$ cat src/rtl/input_cond_pkg.sv
// Shared definitions for the input conditioning stage:
//   - debounce FSM state encoding
//   - default screen limits and debounce length
//   - unsigned 12-bit clamp helper used on the pointer position
package input_cond_pkg;

    typedef enum logic [1:0] {
        StIdle,
        StPressWait,
        StPressed,
        StReleaseWait
    } db_state_e;

    localparam int unsigned HMaxDefault           = 1023;
    localparam int unsigned VMaxDefault           = 767;
    localparam int unsigned DebounceCyclesDefault = 650000;  // 10 ms at 65 MHz

    function automatic logic [11:0] clamp12(input logic [11:0] v, input logic [11:0] lim);
        return (v > lim) ? lim : v;
    endfunction

endpackage

$ cat src/rtl/input_cond_sync_edge.sv
// Synchroniser chain followed by a registered rising-edge detector.
//   clk      : destination clock
//   rst      : asynchronous, active-low reset
//   d_i      : asynchronous input level
//   level_o  : synchronised level (last chain stage)
//   rise_o   : one-cycle pulse, registered, on each synchronised 0->1 transition
module input_cond_sync_edge #(
    parameter int unsigned SYNC_STAGES = 2  // must be >= 2
) (
    input  logic clk,
    input  logic rst,
    input  logic d_i,
    output logic level_o,
    output logic rise_o
);

    logic [SYNC_STAGES-1:0] sync_q;
    logic                   prev_q;
    logic                   rise_q;
    logic                   rise_d;

    assign level_o = sync_q[SYNC_STAGES-1];
    assign rise_d  = level_o & ~prev_q;
    assign rise_o  = rise_q;

    always_ff @(posedge clk or negedge rst) begin
        if (!rst) begin
            sync_q <= '0;
            prev_q <= 1'b0;
            rise_q <= 1'b0;
        end else begin
            sync_q <= {sync_q[SYNC_STAGES-2:0], d_i};
            prev_q <= level_o;
            rise_q <= rise_d;
        end
    end

endmodule

$ cat src/rtl/input_cond.sv
// Input conditioning ahead of the screen/state controller.
//   clk            : pixel clock
//   rst            : asynchronous, active-low reset
//   mouse_left_raw : async mouse left-button level -> mouse_left one-cycle press pulse
//   button_raw     : async bouncy pushbutton       -> button one-cycle debounced press pulse
//   xpos_raw/ypos_raw : async pointer position     -> xpos/ypos, latched on vsync_in rise
//                       and clamped to H_MAX/V_MAX
//   vsync_in       : frame sync, already in clk domain
module input_cond
    import input_cond_pkg::*;
#(
    parameter int unsigned SYNC_STAGES     = 2,
    parameter int unsigned DEBOUNCE_CYCLES = DebounceCyclesDefault,
    parameter int unsigned H_MAX           = HMaxDefault,
    parameter int unsigned V_MAX           = VMaxDefault
) (
    input  logic        clk,
    input  logic        rst,
    input  logic        mouse_left_raw,
    input  logic        button_raw,
    input  logic [11:0] xpos_raw,
    input  logic [11:0] ypos_raw,
    input  logic        vsync_in,
    output logic        mouse_left,
    output logic        button,
    output logic [11:0] xpos,
    output logic [11:0] ypos
);

    localparam int unsigned      CntW   = $clog2(DEBOUNCE_CYCLES + 1);
    localparam logic [CntW-1:0]  CntMax = CntW'(DEBOUNCE_CYCLES);
    localparam logic [11:0]      HLim   = 12'(H_MAX);
    localparam logic [11:0]      VLim   = 12'(V_MAX);

    // Click path: synchronise and take the rising edge.
    logic click_level;
    logic btn_sync;
    logic btn_rise;

    input_cond_sync_edge #(
        .SYNC_STAGES(SYNC_STAGES)
    ) u_click_sync (
        .clk    (clk),
        .rst    (rst),
        .d_i    (mouse_left_raw),
        .level_o(click_level),
        .rise_o (mouse_left)
    );

    // Button path: only the synchronised level is used; the FSM makes the pulse.
    input_cond_sync_edge #(
        .SYNC_STAGES(SYNC_STAGES)
    ) u_btn_sync (
        .clk    (clk),
        .rst    (rst),
        .d_i    (button_raw),
        .level_o(btn_sync),
        .rise_o (btn_rise)
    );

    logic sync_unused;
    assign sync_unused = click_level ^ btn_rise;

    // Debounce FSM. Counter only advances below CntMax, so it can never wrap.
    db_state_e       state_q;
    logic [CntW-1:0] cnt_q;
    logic            button_q;

    always_ff @(posedge clk or negedge rst) begin
        if (!rst) begin
            state_q  <= StIdle;
            cnt_q    <= '0;
            button_q <= 1'b0;
        end else begin
            button_q <= 1'b0;
            case (state_q)
                StIdle: begin
                    if (btn_sync) begin
                        state_q <= StPressWait;
                        cnt_q   <= CntW'(1);
                    end
                end
                StPressWait: begin
                    if (!btn_sync) begin
                        state_q <= StIdle;
                        cnt_q   <= '0;
                    end else if (cnt_q == CntMax) begin
                        state_q  <= StPressed;
                        button_q <= 1'b1;
                    end else begin
                        cnt_q <= cnt_q + 1'b1;
                    end
                end
                StPressed: begin
                    if (!btn_sync) begin
                        state_q <= StReleaseWait;
                        cnt_q   <= CntW'(1);
                    end
                end
                StReleaseWait: begin
                    // Bounce back high returns to PRESSED silently.
                    if (btn_sync) begin
                        state_q <= StPressed;
                    end else if (cnt_q == CntMax) begin
                        state_q <= StIdle;
                        cnt_q   <= '0;
                    end else begin
                        cnt_q <= cnt_q + 1'b1;
                    end
                end
                default: begin
                    state_q <= StIdle;
                    cnt_q   <= '0;
                end
            endcase
        end
    end

    assign button = button_q;

    // Position path: two plain capture stages; bus skew is harmless because only
    // the value present at the vsync edge is used.
    logic [11:0] x_s1_q, x_s2_q, y_s1_q, y_s2_q;
    logic [11:0] xpos_q, ypos_q;
    logic        vsync_q;

    always_ff @(posedge clk or negedge rst) begin
        if (!rst) begin
            x_s1_q  <= '0;
            x_s2_q  <= '0;
            y_s1_q  <= '0;
            y_s2_q  <= '0;
            vsync_q <= 1'b0;
            xpos_q  <= '0;
            ypos_q  <= '0;
        end else begin
            x_s1_q  <= xpos_raw;
            x_s2_q  <= x_s1_q;
            y_s1_q  <= ypos_raw;
            y_s2_q  <= y_s1_q;
            vsync_q <= vsync_in;
            if (vsync_in && !vsync_q) begin
                xpos_q <= clamp12(x_s2_q, HLim);
                ypos_q <= clamp12(y_s2_q, VLim);
            end
        end
    end

    assign xpos = xpos_q;
    assign ypos = ypos_q;

endmodule

$ cat config.mk
export PLATFORM = sky130hd
export DESIGN_NAME = input_cond
export DESIGN_NICKNAME = d
export VERILOG_FILES = /design/src/rtl/input_cond_pkg.sv /design/src/rtl/input_cond_sync_edge.sv /design/src/rtl/input_cond.sv
export SDC_FILE = /design/constraint.sdc
export NUM_CORES = 1
export LEC_CHECK = 0
export CAP_MARGIN = 20
export CORE_ASPECT_RATIO = 1.4
export CORE_UTILIZATION = 48
export CTS_CLUSTER_DIAMETER = 30
export CTS_CLUSTER_SIZE = 10
export DETAILED_ROUTE_END_ITERATION = 12
export HOLD_SLACK_MARGIN = 0.1
export PLACE_DENSITY = 0.78
export SLEW_MARGIN = 20
export SYNTH_ARGS = -nofsm -noshare
export SYNTH_HDL_FRONTEND = slang
export SYNTH_SLANG_ARGS = --single-unit
$ cat constraint.sdc
create_clock -name clk -period 4.3 [get_ports clk]
set_clock_uncertainty 0.15 [all_clocks]
set_input_delay 0.43 -clock clk [delete_from_list [all_inputs] [get_ports clk]]
set_output_delay 0.43 -clock clk [all_outputs]
set_load 0.01 [all_outputs]
==> results_dict.tcl, run 1 <==
set metrics [dict create \
    clk_pin_slew_ns 0.09 \
    switching_share 0.218 \
    final.period_utilization 0.545 \
    maxCapViolations 0 \
    clockRootBuffer "clkbuf_8" \
    netlist-cell-type-count 53 \
    reg2reg_slack_ns 1.95 \
    period_needed_ns 2.35 \
    grt_start_max_net_pins 80 \
    synth_xor_area_frac 0.00233 \
    power_switching_uw 395 \
    pwr-share-seq 0.567 \
    min_path_type "flop to flop" \
    area_growth_pct 22.2 \
    yosys_warnings 0 \
    final_area_um2 4590 \
    critPathArrivalTime_ns 2.42 \
    multi_input_comb_area_um2 1110 \
    ys_seq_area_frac 0.680 \
    r2r_start "cnt_q[0]$_DFFE_PN0P_" \
    synthAdderAreaFrac 0.00667 \
    pwr-share-clk 0.364 \
    die_area_um2 8180 \
    synth_compound_area_frac 0.105 \
    hold_violations 0 \
    p_per_area_nw_per_um2 394 \
    critical-path-top-delay-family "simple AND/OR/NAND/NOR gates" \
    drt-pass1-iter-count 4 \
    grt_pass1_vias 2346 \
    hold-path-endpoint "x_s2_q[3]$_DFF_PN0_" \
    vias 2418 \
    ys_ff_latch 102 \
    htree_levels 3 \
    relSlewSlack 0.377 \
    crit_path_end_kind "flop" \
    numPortBuffers 54 \
    clock_sinks 102 \
    p_int_uw 1410 \
    synth_fp_nets 316 \
    overflow 0 \
    setup_tns_ns 0 \
    status "finished, final reports clean" \
    pin_count 55 \
    core.rowCount 37 \
    synth_ff_type "dfrtp_1" \
    drive_above_1_share 0.105 \
    final_cell_mix "102 x dfrtp_1, 53 x clkdlybuf4s50_1, 28 x nand2_1, 20 x nand3_1, 18 x o22a_1" \
    die_h_um 107 \
    synthesis.instances 285 \
    met1_length_mm 2.87 \
    hold_path_depth 0 \
    startpoint_type "flop" \
    cp.required_ns 4.38 \
    ir_drop_uv 216 \
    core_um2 7450 \
    muxShareOfSynthArea 0.00300 \
    slowest_delay_ns 0.54 \
    place_area_um2 4350 \
    cp_cell_sequence "inv_1 -> ha_1 -> nand4bb_1 -> or4_4 -> o31a_1 -> nand4_2 -> o311ai_1" \
    drt-wirelength-per-cell_um 15.4 \
    holdWs_ns 0.205 \
    rsz0062_at_grt "no" \
    critPathSlowestCell "or4_4" \
    top_layer_used "met4" \
    nFillCells 576 \
    clockBufferDepth 2 \
    start_util 0.503 \
    synth_top_family_by_area "simple AND/OR/NAND/NOR gates" \
    seqCellArea_um2 2550 \
    reg2reg_to "cnt_q[14]$_DFFE_PN0P_" \
    grt.total_usage 0.184 \
    synth_edf_count 0 \
    via_per_inst 5.51 \
    reg2regPathDepth 7 \
    setup_violations 0 \
    p_leak_uw 0.00189 \
    finalPower_uw 1810 \
    cts_buffers 9 \
    gp_congestion 0.870 \
    worst_pin_slew_ns 0.935 \
    p_comb_frac 0.070 \
    die_w_um 76.7 \
    worstHoldStart "x_s1_q[3]$_DFF_PN0_" \
    postRouteAntennaNets 0 \
    cts_tree "done" \
    drt_iter0_drc 135 \
    wl_met2_mm 3.39 \
    crit_buf_inv 1 \
    grt_pass1_wl_mm 11.4 \
    clk_latency_ns 0.36 \
    num_antenna_cells 0 \
    worstPathMaxFanout 9 \
    crit_type "flop to flop" \
    fin_nets 368 \
    layout_commonest_cell "dfrtp_1" \
    routed-wl-met3_um 366 \
    synth.avg_cell_area_um2 13.2 \
    dp_hpwl_mm 4.51 \
    synthSimpleGateAreaFrac 0.175 \
    drc_errors 0 \
    antenna_found_initial 0 \
    max_freq_mhz 426 \
    drv_slew 0 \
    async_reset_ff_frac 1.00 \
    synth_area_um2 3750 \
    wirelength_mm 6.77 \
]
power by group through the flow:
stage,logic [uW],registers (uW),clock network (uW)
finish,126,1030,658
global route,139,1030,715
global placement,124,1040,0
CTS,129,1030,679
detailed placement,128,1050,0
floorplan,46.2,1040,0
flip-flops by register name, summed over array words and instances (netlist names), named ones only:
signal and flops:
u_click_sync.sync_q 2, u_btn_sync.sync_q 2, ypos 12, y_s2_q 12, state_q 1, button 1, u_click_sync.rise_o 1, y_s1_q 12
cnt_q 20, vsync_q 1, x_s2_q 12, xpos 12, u_click_sync.prev_q 1, x_s1_q 12
worst max-delay path by stage:
stage,end,slack [ns],from,depth (start not counted)
floorplan,cnt_q[19]$_DFFE_PN0P_,2.22,cnt_q[0]$_DFFE_PN0P_,8
global placement,cnt_q[19]$_DFFE_PN0P_,2.10,cnt_q[0]$_DFFE_PN0P_,7
detailed placement,cnt_q[14]$_DFFE_PN0P_,1.97,cnt_q[0]$_DFFE_PN0P_,7
CTS,cnt_q[14]$_DFFE_PN0P_,1.95,cnt_q[0]$_DFFE_PN0P_,7
global route,cnt_q[18]$_DFFE_PN0P_,1.84,state_q[0]$_DFFE_PN0P_,3
finish,cnt_q[14]$_DFFE_PN0P_,1.95,cnt_q[0]$_DFFE_PN0P_,7
synthesized netlist by cell type, types with 2 or more instances:
cell type  count  area, um^2
dfrtp_1      102        2550
nand2_1       28         105
nand3_1       20         100
o22a_1        18         158
nand4_1       12        75.1
nor3_1         9        45.0
nor2_1         8        30.0
buf_2          6        30.0
clkbuf_1       6        22.5
nor2b_1        6        37.5
inv_1          5        18.8
o21ai_0        5        25.0
or4_1          4        30.0
a22o_1         3        26.3
a31o_2         3        26.3
a31oi_1        3        18.8
nand4b_1       3        26.3
a21oi_1        2        10.0
a32oi_1        2        17.5
and4_1         2        17.5
buf_4          2        15.0
ha_1           2        25.0
nand2b_1       2        12.5
nand4_2        2        25.0
o311ai_2       2        32.5
final cells by class:
| type | instances | area share |
|---|---|---|
| Clock inverter | 4 | 0.0169 |
| Inverter | 5 | 0.00409 |
| Sequential cell | 102 | 0.556 |
| Tap cell | 97 | 0.0265 |
| Clock buffer | 12 | 0.0316 |
| Timing Repair Buffer | 57 | 0.123 |
| Multi-Input combinational cell | 162 | 0.242 |
repair_timing:
item	CTS	global route
endpoints found under the hold margin	78	0
setup buffers	0	0
resized for setup	0	0
hold buffers	1	0
layer usage:
metal	up-vias	global-route usage
met5	-	0
met4	0	0.0879
met3	13	0.0519
met2	80	0.300
met1	1181	0.226
li1	1144	-
metrics by stage:
| step | util | cells | worst slack (ns) |
|---|---|---|---|
| 2_1_floorplan | - | 285 | 2.22 |
| 5_1_grt | 0.615 | 439 | 1.84 |
| 4_1_cts | 0.614 | 439 | 1.95 |
| 6_report | 0.615 | 439 | 1.95 |
| 3_3_place_gp | 0.583 | 422 | 2.10 |
| 3_5_place_dp | 0.583 | 422 | 1.97 |
cells by family after synthesis:
group / count (synthesis)
DFF: 102
buffers and inverters: 21
AOI/OAI and AO/OA: 48
muxes: 1
xor gates and xnor gates: 1
and+or+nand+nor: 110
adders and majority gates: 2
worst reg2reg max path: stages (launching register included):
cell and delay (ns):
dfrtp_1 0.43, inv_1 0.11, ha_1 0.16, nand4bb_1 0.12
or4_4 0.54, o31a_1 0.42, nand4_2 0.16, o311ai_1 0.12
Power figures use the tool's default switching activity.
==> inputs of run 2 (changes only) <==
Settings changed: PLACE_DENSITY 0.78 to 0.81.
Clock period 4.3 ns to 2 ns, I/O delays scaled along.
==> results_dict.tcl, run 2 (synthesis results as in run 1) <==
set metrics [dict create \
    status "finished with violations" \
    violations "setup timing" \
    wirelength_mm 7.68 \
    crit_path_end_kind "flop" \
    setup_violations 15 \
    pin_count 55 \
    htree_levels 3 \
    clockRootBuffer "clkbuf_8" \
    grt.busiest_layer "met2" \
    grt_pass1_vias 2768 \
    dp_hpwl_mm 5.68 \
    critPathArrivalTime_ns 2.22 \
    final_cell_mix "102 x dfrtp_1, 53 x clkdlybuf4s50_1, 45 x buf_4, 26 x nand2_1" \
    worst_pin_slew_ns 0.455 \
    grt.total_usage 0.208 \
    clockBufferDepth 2 \
    antenna_found_initial 0 \
    num_antenna_cells 0 \
    fin_nets 414 \
    maxCapViolations 0 \
    via_per_inst 5.47 \
    final_area_um2 5000 \
    dpl.cell_count 464 \
    drc_errors 0 \
    grt_pass1_wl_mm 12.9 \
    core_um2 7450 \
    startpoint_type "flop" \
    setup_ws_ns -0.146 \
    cts_tree "done" \
    die_area_um2 8180 \
    grtUsageMet2 0.383 \
    grt_start_max_net_pins 39 \
    place_area_um2 4670 \
    final.period_utilization 1.07 \
    gp_congestion 0.889 \
    vias 2652 \
    max_freq_mhz 466 \
    grtUsageMet3 0.0443 \
    postRouteAntennaNets 0 \
    min_path_type "primary input to flop" \
    drv_slew 0 \
    cts_buffers 9 \
    hold_violations 0 \
    area_growth_pct 33.2 \
    drt-wirelength-per-cell_um 15.8 \
    period_needed_ns 2.15 \
    p_per_area_nw_per_um2 749 \
    worstPathMaxFanout 9 \
    die_w_um 76.7 \
    start_util 0.503 \
    rsz0062_at_grt "yes" \
    overflow 0 \
    largest_register "cnt_q" \
    p_leak_uw 0.00215 \
    clk_latency_ns 0.35 \
    largest_reg_flops 20 \
    cp.required_ns 2.08 \
    numPortBuffers 54 \
    crit_type "flop to flop" \
    layout_commonest_cell "dfrtp_1" \
    clock_sinks 102 \
    ir_drop_uv 386 \
    drt-pass1-iter-count 4 \
    core.rowCount 37 \
    grt_use_met1 0.233 \
    relSlewSlack 0.697 \
    die_h_um 107 \
    drive_above_1_share 0.240 \
    instances_no_fill 485 \
    clk_pin_slew_ns 0.10 \
    drt_iter0_drc 83 \
]
==> run 2: cell count changes in the layout (fill, tap and decap cells not counted), sizes merged <==
cell	previous run	this run
buf	3	48
bufinv	2	0
clkbuf	12	10
clkinv	1	3
inv	6	8
dlygate4sd3	1	2
==> run 2: final timing paths <==
kind	slack (ns)	cells after the start	startpoint	end
min in group asynchronous	0.19	2	rst	x_s2_q[4]$_DFF_PN0_
setup reg to reg	-0.15	7	cnt_q[0]$_DFFE_PN0P_	cnt_q[19]$_DFFE_PN0P_
max in group asynchronous	0.92	3	rst	cnt_q[9]$_DFFE_PN0P_
hold reg to reg	0.20	0	x_s1_q[10]$_DFF_PN0_	x_s2_q[10]$_DFF_PN0_
setup / recovery	-0.15	7	cnt_q[0]$_DFFE_PN0P_	cnt_q[19]$_DFFE_PN0P_
hold / removal	0.13	1	ypos_raw[9]	y_s1_q[9]$_DFF_PN0_
==> run 2: repair_timing <==
action / 4_1_cts / 5_1_grt
buffers inserted: 0 / 3
pin swaps: 2 / 4
endpoints found under the setup margin: 15 / 18
resized for setup: 8 / 11
hold endpoints to repair: 102 / 1
hold buffers: 1 / 1
==> run 2: cell type report <==
type | count | area, um^2
timing repair buffer | 103 | 931
sequential | 102 | 2550
multi-input combinational | 162 | 1180
fill | 537 | 2460
tap | 97 | 121
clock inverter | 6 | 67.6
inverter | 5 | 18.8
clock buffer | 10 | 128
==> run 2: through the flow <==
stage	setup slack [ns]	utilization	TNS (ns)	total power [uW]	hold slack, ns
floorplan	-0.0613	-	-0.265	2340	-0.246
global placement	-0.116	0.627	-0.876	2550	0.0306
detailed placement	-0.154	0.627	-1.33	2570	0.0330
CTS	-0.134	0.659	-1.20	3780	0.111
global route	-0.225	0.670	-2.75	3920	0.109
finish	-0.146	0.670	-1.27	3740	0.133
==> run 2: worst max-delay path, stage by stage, from the launching register on <==
cell and delay, ns:
dfrtp_1 0.41, inv_2 0.06, ha_1 0.14, nand4bb_1 0.10, or4_4 0.51, o31a_2 0.41
nand4b_4 0.13, o311ai_2 0.11
==> run 2: where the power goes <==
group / internal (uW) / switching (uW) / leakage [uW]
Sequential: 2150 / 45.2 / 0.00121
Combinational: 181 / 160 / 0.000848
Clock: 490 / 716 / 0.0000974
Total: 2820 / 921 / 0.00215
==> run 2: routing by layer <==
layer	wire [um]	share of wire
met5	0	0
met4	160	0.021
met3	339	0.044
met2	4240	0.55
met1	2950	0.38
==> inputs of run 3 (changes only) <==
--- a/config.mk
+++ b/config.mk
@@ -8,10 +8,10 @@
 export CAP_MARGIN = 20
 export CORE_ASPECT_RATIO = 1.4
-export CORE_UTILIZATION = 48
-export CTS_CLUSTER_DIAMETER = 30
+export CORE_UTILIZATION = 43
+export CTS_CLUSTER_DIAMETER = 50
 export CTS_CLUSTER_SIZE = 10
 export DETAILED_ROUTE_END_ITERATION = 12
 export HOLD_SLACK_MARGIN = 0.1
-export PLACE_DENSITY = 0.81
+export PLACE_DENSITY = 0.74
 export SLEW_MARGIN = 20
 export SYNTH_ARGS = -nofsm -noshare
==> constraint.sdc (replaced) <==
create_clock -name clk -period 2 [get_ports clk]
set_clock_uncertainty 0.15 [all_clocks]
set_input_delay 0.2 -clock clk [delete_from_list [all_inputs] [get_ports clk]]
set_output_delay 0.2 -clock clk [all_outputs]
set_load 0.05 [all_outputs]
==> results_dict.tcl, run 3 (synthesis results as in run 1) <==
set metrics [dict create \
    hold_violations 0 \
    cts_tree "done" \
    drt_iter0_drc 169 \
    p_per_area_nw_per_um2 843 \
    instances_no_fill 487 \
    drive_above_1_share 0.233 \
    clk_latency_ns 0.33 \
    worstPathMaxFanout 5 \
    antenna_found_initial 0 \
    cp.required_ns 2.06 \
    final_area_um2 5120 \
    die_w_um 81.0 \
    crit_path_end_kind "flop" \
    largest_register "cnt_q" \
    grt.total_usage 0.194 \
    num_antenna_cells 0 \
    min_path_type "primary input to flop" \
    drc_errors 0 \
    core_um2 8510 \
    setup_violations 11 \
    grt_pass1_wl_mm 13.3 \
    htree_levels 3 \
    wirelength_mm 8.07 \
    cp_cell_sequence "inv_2 -> ha_4 -> nand4bb_1 -> or4_4 -> o31a_4 -> nand4b_4 -> o311ai_2" \
    relSlewSlack 0.646 \
    grt_start_max_net_pins 103 \
    worst_pin_slew_ns 0.530 \
    place_area_um2 4630 \
    die_area_um2 9110 \
    area_growth_pct 36.3 \
    final.period_utilization 1.04 \
    max_freq_mhz 481 \
    status "finished with violations" \
    drt-pass1-iter-count 4 \
    ir_drop_uv 687 \
    violations "setup timing" \
    overflow 0 \
    dp_hpwl_mm 5.58 \
    p_leak_uw 0.00219 \
    postRouteAntennaNets 0 \
    clock_sinks 102 \
    via_per_inst 5.52 \
    clockBufferDepth 2 \
    core.rowCount 40 \
    critPathSlowestCell "or4_4" \
    dpl.cell_count 465 \
    period_needed_ns 2.08 \
    setup_ws_ns -0.0788 \
    largest_reg_flops 20 \
    final_cell_mix "102 x dfrtp_1, 53 x clkdlybuf4s50_1, 40 x buf_4, 27 x nand2_1" \
    pin_count 55 \
    clk_pin_slew_ns 0.07 \
    gp_congestion 0.844 \
    clockRootBuffer "clkbuf_16" \
    slowest_delay_ns 0.49 \
    maxCapViolations 0 \
    layout_commonest_cell "dfrtp_1" \
    cts_buffers 9 \
    rsz0062_at_grt "yes" \
    vias 2687 \
    critPathArrivalTime_ns 2.14 \
    startpoint_type "flop" \
    drv_slew 0 \
    fin_nets 408 \
    start_util 0.441 \
    grt_pass1_vias 2754 \
    die_h_um 113 \
    numPortBuffers 54 \
    drt-wirelength-per-cell_um 16.6 \
    crit_type "flop to flop" \
    post-place-ws_ns -0.222 \
]
## run 3: cell count changes in the layout (fill, tap and decap cells not counted), sizes merged
cell and change:
buf -6, bufinv +1, clkbuf +1, clkinvlp +1, dlygate4sd3 -1, inv -3, o31a +1
## run 3: through the flow
step | total power (uW) | utilization | hold WS, ns | TNS (ns)
finish | 4310 | 0.601 | 0.149 | -0.411
global route | 4490 | 0.601 | 0.133 | -1.00
CTS | 4360 | 0.592 | 0.134 | -0.512
detailed placement | 2650 | 0.544 | 0.159 | -1.99
global placement | 2640 | 0.544 | 0.148 | -0.830
floorplan | 2430 | - | -0.246 | -0.265
## run 3: per-layer routing
layer	global-route usage	routed length, um	vias up
met1	0.232	3390	1343
met5	0	0	-
met2	0.322	4140	92
met4	0.0929	191	0
li1	-	-	1230
met3	0.0463	361	22
## run 3: path summary, 6_finish.rpt
path | from | endpoint | slack (ns) | cells past startpoint
setup / recovery | cnt_q[0]$_DFFE_PN0P_ | cnt_q[15]$_DFFE_PN0P_ | -0.08 | 7
hold / removal | xpos_raw[11] | x_s1_q[11]$_DFF_PN0_ | 0.15 | 1
setup reg to reg | cnt_q[0]$_DFFE_PN0P_ | cnt_q[15]$_DFFE_PN0P_ | -0.08 | 7
hold reg to reg | y_s1_q[11]$_DFF_PN0_ | y_s2_q[11]$_DFF_PN0_ | 0.19 | 0
max in group asynchronous | rst | y_s1_q[5]$_DFF_PN0_ | 1.00 | 3
min in group asynchronous | rst | x_s1_q[0]$_DFF_PN0_ | 0.32 | 3
## run 3: cell type report
class | instances | area (um^2)
timing repair buffer | 96 | 872
tap | 105 | 131
inverter | 5 | 18.8
multi-input combinational | 163 | 1250
clock buffer | 11 | 233
clock inverter | 5 | 60.1
fill | 666 | 3390
sequential | 102 | 2550
## run 3: report_power, final
part	leakage, uW	switching [uW]	internal, uW
sequential	0.00121	41.9	2160
combinational	0.000845	260	173
clock	0.000140	711	972
## run 3: critical path: cells and delay by family, from the launching register on
| kind | cells | cell delay, ns |
|---|---|---|
| adder cells (fa/ha/maj) | 1 | 0.11 |
| AND/OR/NAND/NOR | 3 | 0.71 |
| buffers and inverters | 1 | 0.08 |
| AO/OA/AOI/OAI | 2 | 0.51 |
| flip-flops | 1 | 0.39 |
## run 3: timing repair
action | 4_1_cts | 5_1_grt
hold buffers | 1 | 0
pin swaps | 11 | 11
setup buffers | 3 | 1
endpoints found under the hold margin | 102 | 0
setup endpoints to repair | 15 | 16
resized for setup | 15 | 12
gates cloned | 1 | 0
